**src/rtl/wb_arbiter_pkg.sv**
```systemverilog
// Shared definitions for the write-back arbiter: load-type encodings and
// default widths/depths used by the arbiter, its queue and its interface.
package wb_arbiter_pkg;

    localparam int DATA_W_DEF     = 32;
    localparam int ADDR_W_DEF     = 5;
    localparam int QDEPTH_DEF     = 2;
    localparam int STARVE_MAX_DEF = 4;

    typedef enum logic [2:0] {
        LD_W  = 3'b000,
        LD_B  = 3'b001,
        LD_BU = 3'b010,
        LD_H  = 3'b011,
        LD_HU = 3'b100
    } ld_type_e;

endpackage

```
**src/rtl/wb_arbiter_if.sv**
```systemverilog
// Bus bundle between the pipeline/mult-div producers and the write-back arbiter.
// The master side drives requests; the slave side is the arbiter.
interface wb_arbiter_if
    import wb_arbiter_pkg::*;
#(
    parameter int DATA_W = DATA_W_DEF,
    parameter int ADDR_W = ADDR_W_DEF,
    parameter int QDEPTH = QDEPTH_DEF
);
    localparam int CW = $clog2(QDEPTH) + 1;

    logic              pipe_valid;
    logic [ADDR_W-1:0] pipe_reg;
    logic [DATA_W-1:0] pipe_alu_result;
    logic [DATA_W-1:0] pipe_mem_data;
    logic              pipe_memtoreg;
    logic [2:0]        pipe_load_type;
    logic              md_valid;
    logic              md_ready;
    logic [ADDR_W-1:0] md_reg;
    logic [DATA_W-1:0] md_data;
    logic [ADDR_W-1:0] write_reg;
    logic [DATA_W-1:0] write_data;
    logic              regWrite;
    logic              pipe_hold;
    logic [CW-1:0]     q_count;

    modport master (
        output pipe_valid, pipe_reg, pipe_alu_result, pipe_mem_data,
               pipe_memtoreg, pipe_load_type, md_valid, md_reg, md_data,
        input  md_ready, write_reg, write_data, regWrite, pipe_hold, q_count
    );

    modport slave (
        input  pipe_valid, pipe_reg, pipe_alu_result, pipe_mem_data,
               pipe_memtoreg, pipe_load_type, md_valid, md_reg, md_data,
        output md_ready, write_reg, write_data, regWrite, pipe_hold, q_count
    );

endinterface

```
**src/rtl/wb_arbiter_chk.sv**
```systemverilog
// Simulation checker: upstream must leave a bubble while pipe_hold is high,
// otherwise the starved queue head would be blocked again.
module wb_arbiter_chk (
    input logic clk,
    input logic reset,
    input logic pipe_hold_i,
    input logic pipe_valid_i
);

    hold_bubble_a: assert property (@(posedge clk) disable iff (reset)
        pipe_hold_i |-> !pipe_valid_i);

endmodule

```
**src/rtl/wb_md_queue.sv**
```systemverilog
// In-order circular queue for late mult/div results. Each slot carries a dead
// bit so a younger pipeline write to the same register can cancel it in place.
module wb_md_queue
    import wb_arbiter_pkg::*;
#(
    parameter int DATA_W = DATA_W_DEF,
    parameter int ADDR_W = ADDR_W_DEF,
    parameter int QDEPTH = QDEPTH_DEF,
    localparam int CW    = $clog2(QDEPTH) + 1,
    localparam int PW    = $clog2(QDEPTH)
) (
    input  logic              clk,
    input  logic              reset,
    input  logic              push_i,
    input  logic [ADDR_W-1:0] push_reg_i,
    input  logic [DATA_W-1:0] push_data_i,
    input  logic              pop_i,
    input  logic              kill_i,
    input  logic [ADDR_W-1:0] kill_reg_i,
    output logic [ADDR_W-1:0] head_reg_o,
    output logic [DATA_W-1:0] head_data_o,
    output logic              head_dead_o,
    output logic [CW-1:0]     count_o,
    output logic              empty_o,
    output logic              full_o
);

    logic [ADDR_W-1:0] reg_q   [QDEPTH];
    logic [DATA_W-1:0] data_q  [QDEPTH];
    logic [QDEPTH-1:0] valid_q;
    logic [QDEPTH-1:0] dead_q;
    logic [PW-1:0]     rd_ptr_q, rd_ptr_d;
    logic [PW-1:0]     wr_ptr_q, wr_ptr_d;
    logic [CW-1:0]     count_q, count_d;
    logic [QDEPTH-1:0] kill_hit_s;
    logic              push_ok_s, pop_ok_s;

    assign empty_o     = (count_q == '0);
    assign full_o      = (count_q == CW'(QDEPTH));
    assign count_o     = count_q;
    assign head_reg_o  = reg_q[rd_ptr_q];
    assign head_data_o = data_q[rd_ptr_q];
    assign head_dead_o = dead_q[rd_ptr_q];
    assign push_ok_s   = push_i && !full_o;
    assign pop_ok_s    = pop_i && !empty_o;

    // Occupied slots whose destination matches the killing register
    always_comb begin
        kill_hit_s = '0;
        for (int i = 0; i < QDEPTH; i++) begin
            kill_hit_s[i] = kill_i && valid_q[i] && (reg_q[i] == kill_reg_i);
        end
    end

    // Pointer and occupancy next state
    always_comb begin
        rd_ptr_d = pop_ok_s  ? rd_ptr_q + PW'(1'b1) : rd_ptr_q;
        wr_ptr_d = push_ok_s ? wr_ptr_q + PW'(1'b1) : wr_ptr_q;
        case ({push_ok_s, pop_ok_s})
            2'b10:   count_d = count_q + CW'(1'b1);
            2'b01:   count_d = count_q - CW'(1'b1);
            default: count_d = count_q;
        endcase
    end

    // Slot storage; a same-cycle push lands after the kill so it survives
    always_ff @(posedge clk) begin
        if (reset) begin
            valid_q  <= '0;
            dead_q   <= '0;
            rd_ptr_q <= '0;
            wr_ptr_q <= '0;
            count_q  <= '0;
            for (int i = 0; i < QDEPTH; i++) begin
                reg_q[i]  <= '0;
                data_q[i] <= '0;
            end
        end else begin
            for (int i = 0; i < QDEPTH; i++) begin
                if (kill_hit_s[i]) begin
                    dead_q[i] <= 1'b1;
                end
            end
            if (pop_ok_s) begin
                valid_q[rd_ptr_q] <= 1'b0;
            end
            if (push_ok_s) begin
                valid_q[wr_ptr_q] <= 1'b1;
                dead_q[wr_ptr_q]  <= 1'b0;
                reg_q[wr_ptr_q]   <= push_reg_i;
                data_q[wr_ptr_q]  <= push_data_i;
            end
            rd_ptr_q <= rd_ptr_d;
            wr_ptr_q <= wr_ptr_d;
            count_q  <= count_d;
        end
    end

endmodule

```
**src/rtl/wb_arbiter.sv**
```systemverilog
// Write-back stage: sole driver of the register-file write port. Pipeline
// results win each cycle; mult/div results drain from a queue in the gaps.
module wb_arbiter
    import wb_arbiter_pkg::*;
#(
    parameter int DATA_W     = DATA_W_DEF,
    parameter int ADDR_W     = ADDR_W_DEF,
    parameter int QDEPTH     = QDEPTH_DEF,
    parameter int STARVE_MAX = STARVE_MAX_DEF
) (
    input  logic         clk,
    input  logic         reset,
    wb_arbiter_if.slave  bus
);

    localparam int CW = $clog2(QDEPTH) + 1;
    localparam int SW = $clog2(STARVE_MAX + 1);

    logic [DATA_W-1:0] pipe_wdata_s;
    logic              q_push_s, q_pop_s, q_kill_s;
    logic [ADDR_W-1:0] head_reg_s;
    logic [DATA_W-1:0] head_data_s;
    logic              head_dead_s;
    logic [CW-1:0]     q_count_s;
    logic              q_empty_s, q_full_s;
    logic [SW-1:0]     starve_inc_s;

    logic [ADDR_W-1:0] write_reg_q, write_reg_d;
    logic [DATA_W-1:0] write_data_q, write_data_d;
    logic              reg_write_q, reg_write_d;
    logic              pipe_hold_q, pipe_hold_d;
    logic [SW-1:0]     starve_q, starve_d;

    // Little-endian lane select; half loads ignore address bit 0
    function automatic logic [DATA_W-1:0] load_extract(
        input logic [DATA_W-1:0] word,
        input logic [1:0]        lane,
        input logic [2:0]        ltype
    );
        logic [7:0]  b;
        logic [15:0] h;
        case (lane)
            2'd0:    b = word[7:0];
            2'd1:    b = word[15:8];
            2'd2:    b = word[23:16];
            2'd3:    b = word[31:24];
            default: b = word[7:0];
        endcase
        h = lane[1] ? word[31:16] : word[15:0];
        case (ltype)
            LD_B:    load_extract = {{(DATA_W-8){b[7]}}, b};
            LD_BU:   load_extract = {{(DATA_W-8){1'b0}}, b};
            LD_H:    load_extract = {{(DATA_W-16){h[15]}}, h};
            LD_HU:   load_extract = {{(DATA_W-16){1'b0}}, h};
            default: load_extract = word;
        endcase
    endfunction

    assign pipe_wdata_s = bus.pipe_memtoreg
                        ? load_extract(bus.pipe_mem_data, bus.pipe_alu_result[1:0],
                                       bus.pipe_load_type)
                        : bus.pipe_alu_result;
    assign q_push_s     = bus.md_valid && !q_full_s;
    assign starve_inc_s = starve_q + SW'(1'b1);

    wb_md_queue #(
        .DATA_W (DATA_W),
        .ADDR_W (ADDR_W),
        .QDEPTH (QDEPTH)
    ) u_queue (
        .clk         (clk),
        .reset       (reset),
        .push_i      (q_push_s),
        .push_reg_i  (bus.md_reg),
        .push_data_i (bus.md_data),
        .pop_i       (q_pop_s),
        .kill_i      (q_kill_s),
        .kill_reg_i  (bus.pipe_reg),
        .head_reg_o  (head_reg_s),
        .head_data_o (head_data_s),
        .head_dead_o (head_dead_s),
        .count_o     (q_count_s),
        .empty_o     (q_empty_s),
        .full_o      (q_full_s)
    );

    wb_arbiter_chk u_chk (
        .clk          (clk),
        .reset        (reset),
        .pipe_hold_i  (pipe_hold_q),
        .pipe_valid_i (bus.pipe_valid)
    );

    // Priority arbitration: pipeline, then queue head, then idle hold
    always_comb begin
        write_reg_d  = write_reg_q;
        write_data_d = write_data_q;
        reg_write_d  = 1'b0;
        q_pop_s      = 1'b0;
        q_kill_s     = 1'b0;
        if (bus.pipe_valid) begin
            write_reg_d  = bus.pipe_reg;
            write_data_d = pipe_wdata_s;
            reg_write_d  = (bus.pipe_reg != '0);
            q_kill_s     = (bus.pipe_reg != '0);
        end else if (!q_empty_s) begin
            q_pop_s      = 1'b1;
            write_reg_d  = head_reg_s;
            write_data_d = head_data_s;
            reg_write_d  = !head_dead_s && (head_reg_s != '0);
        end else begin
            reg_write_d  = 1'b0;
        end
    end

    // Starvation counter; hitting the limit requests a one-cycle bubble
    always_comb begin
        starve_d    = '0;
        pipe_hold_d = 1'b0;
        if (bus.pipe_valid && !q_empty_s) begin
            if (starve_inc_s == SW'(STARVE_MAX)) begin
                starve_d    = '0;
                pipe_hold_d = 1'b1;
            end else begin
                starve_d    = starve_inc_s;
            end
        end else begin
            starve_d    = '0;
        end
    end

    // Registered write port and hold request
    always_ff @(posedge clk) begin
        if (reset) begin
            write_reg_q  <= '0;
            write_data_q <= '0;
            reg_write_q  <= 1'b0;
            pipe_hold_q  <= 1'b0;
            starve_q     <= '0;
        end else begin
            write_reg_q  <= write_reg_d;
            write_data_q <= write_data_d;
            reg_write_q  <= reg_write_d;
            pipe_hold_q  <= pipe_hold_d;
            starve_q     <= starve_d;
        end
    end

    assign bus.write_reg  = write_reg_q;
    assign bus.write_data = write_data_q;
    assign bus.regWrite   = reg_write_q;
    assign bus.pipe_hold  = pipe_hold_q;
    assign bus.md_ready   = !q_full_s;
    assign bus.q_count    = q_count_s;

endmodule

```
**src/flat_wrapper.sv**
```systemverilog
// flat-port wrapper written by rule: the top's interface ports become plain ports
module wb_arbiter_flat import wb_arbiter_pkg::*;
#(
    parameter int DATA_W     = DATA_W_DEF,
    parameter int ADDR_W     = ADDR_W_DEF,
    parameter int QDEPTH     = QDEPTH_DEF,
    parameter int STARVE_MAX = STARVE_MAX_DEF
)
  (clk, reset, bus_pipe_valid, bus_pipe_reg, bus_pipe_alu_result, bus_pipe_mem_data, bus_pipe_memtoreg, bus_pipe_load_type, bus_md_valid, bus_md_reg, bus_md_data, bus_md_ready, bus_write_reg, bus_write_data, bus_regWrite, bus_pipe_hold, bus_q_count);
  wb_arbiter_if #(.DATA_W(DATA_W), .ADDR_W(ADDR_W), .QDEPTH(QDEPTH)) bus_i ();
  input  logic clk;
  input  logic reset;
  input wire logic [$bits(bus_i.pipe_valid)-1:0] bus_pipe_valid;
  input wire logic [$bits(bus_i.pipe_reg)-1:0] bus_pipe_reg;
  input wire logic [$bits(bus_i.pipe_alu_result)-1:0] bus_pipe_alu_result;
  input wire logic [$bits(bus_i.pipe_mem_data)-1:0] bus_pipe_mem_data;
  input wire logic [$bits(bus_i.pipe_memtoreg)-1:0] bus_pipe_memtoreg;
  input wire logic [$bits(bus_i.pipe_load_type)-1:0] bus_pipe_load_type;
  input wire logic [$bits(bus_i.md_valid)-1:0] bus_md_valid;
  input wire logic [$bits(bus_i.md_reg)-1:0] bus_md_reg;
  input wire logic [$bits(bus_i.md_data)-1:0] bus_md_data;
  output wire logic [$bits(bus_i.md_ready)-1:0] bus_md_ready;
  output wire logic [$bits(bus_i.write_reg)-1:0] bus_write_reg;
  output wire logic [$bits(bus_i.write_data)-1:0] bus_write_data;
  output wire logic [$bits(bus_i.regWrite)-1:0] bus_regWrite;
  output wire logic [$bits(bus_i.pipe_hold)-1:0] bus_pipe_hold;
  output wire logic [$bits(bus_i.q_count)-1:0] bus_q_count;
  assign bus_i.pipe_valid = bus_pipe_valid;
  assign bus_i.pipe_reg = bus_pipe_reg;
  assign bus_i.pipe_alu_result = bus_pipe_alu_result;
  assign bus_i.pipe_mem_data = bus_pipe_mem_data;
  assign bus_i.pipe_memtoreg = bus_pipe_memtoreg;
  assign bus_i.pipe_load_type = bus_pipe_load_type;
  assign bus_i.md_valid = bus_md_valid;
  assign bus_i.md_reg = bus_md_reg;
  assign bus_i.md_data = bus_md_data;
  assign bus_md_ready = bus_i.md_ready;
  assign bus_write_reg = bus_i.write_reg;
  assign bus_write_data = bus_i.write_data;
  assign bus_regWrite = bus_i.regWrite;
  assign bus_pipe_hold = bus_i.pipe_hold;
  assign bus_q_count = bus_i.q_count;
  wb_arbiter #(.DATA_W(DATA_W), .ADDR_W(ADDR_W), .QDEPTH(QDEPTH), .STARVE_MAX(STARVE_MAX)) u_core (.clk(clk), .reset(reset), .bus(bus_i));
endmodule
```
**config.mk**
```make
export PLATFORM = sky130hd
export DESIGN_NAME = wb_arbiter_flat
export DESIGN_NICKNAME = d
export VERILOG_FILES = /design/src/rtl/wb_arbiter_pkg.sv /design/src/rtl/wb_arbiter_if.sv /design/src/rtl/wb_arbiter_chk.sv /design/src/rtl/wb_md_queue.sv /design/src/rtl/wb_arbiter.sv /design/src/flat_wrapper.sv
export SDC_FILE = /design/constraint.sdc
export NUM_CORES = 1
export LEC_CHECK = 0
export ABC_CLOCK_PERIOD_IN_PS = 6500
export BUFFER_PORTS_ARGS = -buffer_cell sky130_fd_sc_hd__buf_2
export CORE_MARGIN = 2
export CORE_UTILIZATION = 35
export DETAILED_ROUTE_END_ITERATION = 6
export PLACE_DENSITY = 0.61
export SLEW_MARGIN = 20
export SYNTH_ARGS = -nofsm -noshare
export SYNTH_HDL_FRONTEND = slang
export SYNTH_SLANG_ARGS = --single-unit
```
**constraint.sdc**
```tcl
create_clock -name clk -period 6.5 [get_ports clk]
set_input_delay 1.95 -clock clk [delete_from_list [all_inputs] [get_ports clk]]
set_output_delay 1.95 -clock clk [all_outputs]
set_load 0.005 [all_outputs]
```
---- Word-level counts from Yosys, hierarchy flattened ----
Memory sizes are Yosys's and may differ from the RTL's. A register that Yosys moved wholly into a read port is not among the register bits.
Cells that the tools add are included.
word-level totals
  RAM bits ................................ 74
  memories ................................ 2
  bits of input ports ..................... 114
  word-level logic and storage cells ...... 108
  register bits after elaboration ......... 50
cells by class
  add/sub/neg operators ................... 5
  muxes and demuxes ....................... 44
  equality and inequality tests ........... 14
  $lt $le $gt $ge ......................... 4
  reduce and logical (&&, ||, !) cells .... 23
  bitwise gates (word level) .............. 6
memories
  name                   words  width  rd ports  clocked after Yosys merged registers in  wr ports  RTL line           RTL
  u_core.u_queue.data_q  2      32     1         1                                        2         wb_md_queue.sv:29  logic [DATA_W-1:0] data_q [QDEPTH];
  u_core.u_queue.reg_q   2      5      3         1                                        2         wb_md_queue.sv:28  logic [ADDR_W-1:0] reg_q [QDEPTH];
operator list
  kind                                                         number
  two-way mux 32 bit                                           4
  case mux 32 bit (4 select lines)                             1
  case mux 8 bit (4 select lines)                              1
  OR reduction 32 bit                                          1
  two-way mux 1 bit                                            27
  two-way mux 16 bit                                           1
  two-way mux 5 bit                                            3
  logical AND 1 bit                                            11
  equality test 5 bit                                          2
  nonzero test 5 bit                                           2
  equality test 2 bit (second input constant)                  4
  two-way mux 2 bit                                            4
  equality test 3 x 2 -> 1 bit (second input constant)         2
  equality test 3 bit (second input constant)                  2
  OR reduction 5 bit                                           1
  bitwise AND 2 bit                                            2
  equality test 2 x 1 -> 1 bit (second input constant)         2
  zero test 2 bit                                              2
  less-than comparator 1 x 2 -> 1 bit (second input constant)  2
  NOT 2 bit                                                    2
  case mux 2 bit (2 select lines)                              1
  adder 3 x 1 -> 3 bit (second input constant)                 1
  equality test 3 x 1 -> 1 bit (second input constant)         1
  zero test 1 bit                                              3
  other kinds (11)                                             14

---- Depth between registers and ports, before layout ----
  word-level depth ........................ 10
  gate-level depth with buffers ........... 7

---- Hierarchy ----
From an unflattened synthesis, not the netlist that was laid out.
second synthesis, totals
  cells, all modules ...................... 617
  area, all modules ....................... 6521.3 sq um
by module, submodules not included
  module       instances  area an instance (sq um)  cells each
  wb_md_queue  1          3703.6                    261
  wb_arbiter   1          2817.7                    356

---- Least setup slack after synthesis ----
OpenSTA, ideal clock, no wires.
  path kind ............................... input to register
  from .................................... input port bus_md_valid
  to ...................................... memory u_core.u_queue.data_q[0][0] in the netlist's numbering (enable)
  setup time .............................. 0.485 ns
  stages .................................. 2
  required time ........................... 6.015 ns
  arrival ................................. 4.758 ns
  slack ................................... 1.257 ns
  cell sequence ........................... nand2_1 o21ai_0
RTL lines
  what         RTL line            RTL
  from (decl)  flat_wrapper.sv:19  input wire logic [$bits(bus_i.md_valid)-1:0] bus_md_valid;
  to (decl)    wb_md_queue.sv:29

---- Worst setup path after layout ----
  from .................................... input port bus_pipe_alu_result[1]
  to ...................................... register u_core.write_data_q[26], in the netlist u_core.bus.write_data[26]
on the way
  longest elaborated chain between the ends .. 5
  elaborated cells on any way between the ends .. 9
  classes of those cells .................. 3 x eq/ne; 5 x mux; 1 x reduce/logical
RTL lines
  what                                               RTL line            RTL
  from (decl)                                        flat_wrapper.sv:15  input wire logic [$bits(bus_i.pipe_alu_result)-1:0] bus_pipe_alu_result;
  equality test 2 bit, or another cell as far along  wb_arbiter.sv:42    case (lane)
  case mux 8 bit (4 select lines)                    wb_arbiter.sv:42
  case mux 32 bit (4 select lines) *                 wb_arbiter.sv:50    case (ltype)
  two-way mux 32 bit *                               wb_arbiter.sv:60    ? load_extract(bus.pipe_mem_data, bus.pipe_alu_result[1:0],
  two-way mux 32 bit *                               wb_arbiter.sv:101   if (bus.pipe_valid) begin
  to (signal assigned)                               wb_arbiter.sv:142   write_data_q <= write_data_d;
  to (decl)                                          wb_arbiter.sv:29    logic [DATA_W-1:0] write_data_q, write_data_d;
Mark *: on every way between the ends. The rest lies on a longest branch, timed or not.
A chain may end at the register's enable or synchronous reset.

==> impl_metrics.toml <==
[timing]
fmax_ghz = 0.265
fin_worst_skew_ps = 5.04
rsz0062_at_grt = "no"
tns_ps = 0
timing_hold_violations_final = 0
holdWs_ps = 446
min_period_ps = 3770
slew_violations = 0
max_slew.worst_pin.slew_ps = 928
relSlewSlack_pct = 38.0
finalSetupViolations = 0
setup_ws_ps = 2730
period_share_pct = 58.0

[critical_path]
critPathLaunchType = "input pin"
crit_fanout = 30
arrival_ps = 4100
crit_required_ps = 6840
slowest_delay_ps = 760
reg2reg_to = "u_core.u_queue.count_o[1]$_SDFFE_PP0P_"
end_kind = "flip-flop"
worst-path-stages = 6
crit_family = "compound AO/OA/AOI/OAI gates"
r2r_start = "u_core.u_queue.count_o[0]$_SDFFE_PP0P_"
path_buf_inv = 1
crit_chain = "buf_2 > mux4_2 > nor2_1 > a2111oi_4 > nor2b_1 > a211oi_1"
crit_type = "in -> reg"
cpMaxStageDelayCell = "a2111oi_4"
reg2regPathDepth = 5
rrSetupSlack_ps = 4440

[clocking]
clock_latency_ps = 420
cts.path.max_buffers = 2
post-cts-setup-buffers = 0
cts.sinks = 125
cts_hold_buf = 0
cts.reportedPaths.clkPinSlew_ps = 50
cts_htree_levels = 4
cts_tree = "built"
ctsResizeCount = 0
cts_root_buffer = "clkbuf_16"
numCtsBuffers = 17

[floorplan]
die-area_um2 = 19700
initial_core_util_pct = 36.0
io_pins = 156
fp.dieW_um = 140
row_count = 49
core_area_um2 = 18100
die-height_um = 140

[yosys]
synthFlopType = "edfxtp_1"
synth_most_common_cell = "and2_1"
netlist_area_um2 = 6500
synth_area_leaders = "edfxtp_1 34%, dfxtp_1 16%, and2_1 7.2%"
synth-seq-cells = 125
yosys_warnings = 0
synthTopCellsByCount = "75 x and2_1, 74 x edfxtp_1, 54 x nor2_1"
async_flop_share_pct = 0
synth-edff-count = 74
netlist.top_cell.by_area = "edfxtp_1"
syn_inst = 653
synth-seq-area-share_pct = 49.9
postSynthAreaPerCell_um2 = 9.96
synth_top_cell_area_share_pct = 34.2
synth_fp_nets = 770
ys_types = 48

[hold_path]
worstHoldStart = "u_core.starve_q[0]$_SDFF_PP0_"
hp-class = "reg -> reg"
min_delay_worst_endpoint = "u_core.starve_q[0]$_SDFF_PP0_"
hold_path_depth = 1

[global_route]
grt_max_degree = 68
antenna_found_initial = 4
grt.total_usage_pct = 19.1
overflow = 0
grt_pass1_wl_um = 28700
grt_pass1_vias = 5131

[final_layout]
fillCellCount = 1737
top_register = "u_core.u_queue.data_q"
design_area_um2 = 7990
nets = 898
largest_reg_flops = 64
stdcell_count = 1026
post-route-util_pct = 44.2
syn2layout_area_growth_pct = 22.9
drive_above_1_share_pct = 25.4

[routing]
first_iter_violations = 434
wirelength_um = 18700
drc = 0
vias = 5380
wl_per_cell_um = 18.3
first_pass_iters = 5
avgViaCountPerCell = 5.24
ant_nets = 0

[run]
drv_cap = 0

[power_and_ir_drop]
seqPwrFrac_pct = 39.5
intPower_mw = 1.87
ir_drop_mv = 0.200
switching_power_mw = 0.892
p_total_mw = 2.77
p_leak_nw = 3.23
swShare_pct = 32.2
comb_power_share_pct = 28.0
powerDensity_nw_per_um2 = 346
clkPwrFrac_pct = 32.4

[placed_design]
dp_hpwl_um = 13400
place_ws_ps = 2310
postPlaceCellArea_um2 = 7430
portBuffers = 155
gp_congestion = 0.842
dpl.cell_count = 991

[status]
status = "complete, no violations"
==> per-layer routing <==
layer | vias to the layer above | routed length, um | track usage (%) | part of all wire (%)
li1 | 2645 | - | - | -
met4 | 2 | 392 | 6.65 | 2.1
met1 | 2520 | 8940 | 26.9 | 48
met3 | 29 | 1150 | 4.99 | 6.2
met2 | 184 | 8230 | 28.5 | 44
met5 | - | 13 | 0 | 0.069
==> worst reg2reg max path, stage by stage, from the launching register on <==
cell and delay [ps]:
dfxtp_1 370, nor2_2 550, nor2_1 200, ha_1 360, or3_1 350, a21oi_1 150
==> placed cells by master, fill, tap and decap left out, types with 11 or more instances in the layout <==
master and instances:
buf_2 155, and2_1 75, edfxtp_1 74, nor2_1 53, o21ai_0 50, dfxtp_1 50, a21oi_1 48, mux2i_1 46
nand2_1 24, inv_1 22, o221ai_1 20, clkbuf_16 17, xnor2_1 13, a211oi_1 13, o22ai_1 13, a211o_1 11
==> layout make-up <==
cell class,instances,area [um2],share of cell area [%]
Sequential cell,125,3240,40.6
Multi-Input combinational cell,452,2980,37.3
Timing Repair Buffer,163,836,10.5
Clock buffer,18,429,5.37
Tap cell,229,287,3.58
Clock inverter,14,128,1.60
Inverter,22,82.6,1.03
Antenna cell,3,7.51,0.0939
==> power by group through the flow <==
stage	logic [mW]	registers (mW)	clock network (mW)
5_1_grt	0.863	1.11	0.943
3_5_place_dp	0.781	1.11	0
3_3_place_gp	0.777	1.11	0
2_1_floorplan	0.533	1.09	0
4_1_cts	0.783	1.09	0.909
6_report	0.775	1.09	0.898
==> logic make-up after synthesis <==
kind of cell               after synthesis  synth area share, %
AOI/OAI and AO/OA                      195                 19.7
xor gates and xnor gates                17                 2.29
adders and majority gates                4                0.731
buffers and inverters                   76                 4.69
DFF                                    125                 49.9
muxes                                   49                 7.77
and+or+nand+nor                        187                 14.9
==> worst max-delay path by stage <==
| stage | startpoint | to | slack [ps] |
|---|---|---|---|
| floorplan | bus_md_valid | u_core.u_queue.data_q[0][0]$_SDFFCE_PN0P_ | 1260 |
| global placement | bus_pipe_alu_result[1] | u_core.bus.write_data[28]$_SDFFE_PP0P_ | 2330 |
| detailed placement | bus_pipe_alu_result[1] | u_core.bus.write_data[22]$_SDFFE_PP0P_ | 2310 |
| CTS | bus_pipe_alu_result[1] | u_core.bus.write_data[26]$_SDFFE_PP0P_ | 2760 |
| global route | bus_pipe_alu_result[1] | u_core.bus.write_data[24]$_SDFFE_PP0P_ | 2570 |
| finish | bus_pipe_alu_result[1] | u_core.bus.write_data[26]$_SDFFE_PP0P_ | 2730 |
Note: power is estimated with default switching activity, not from simulation.
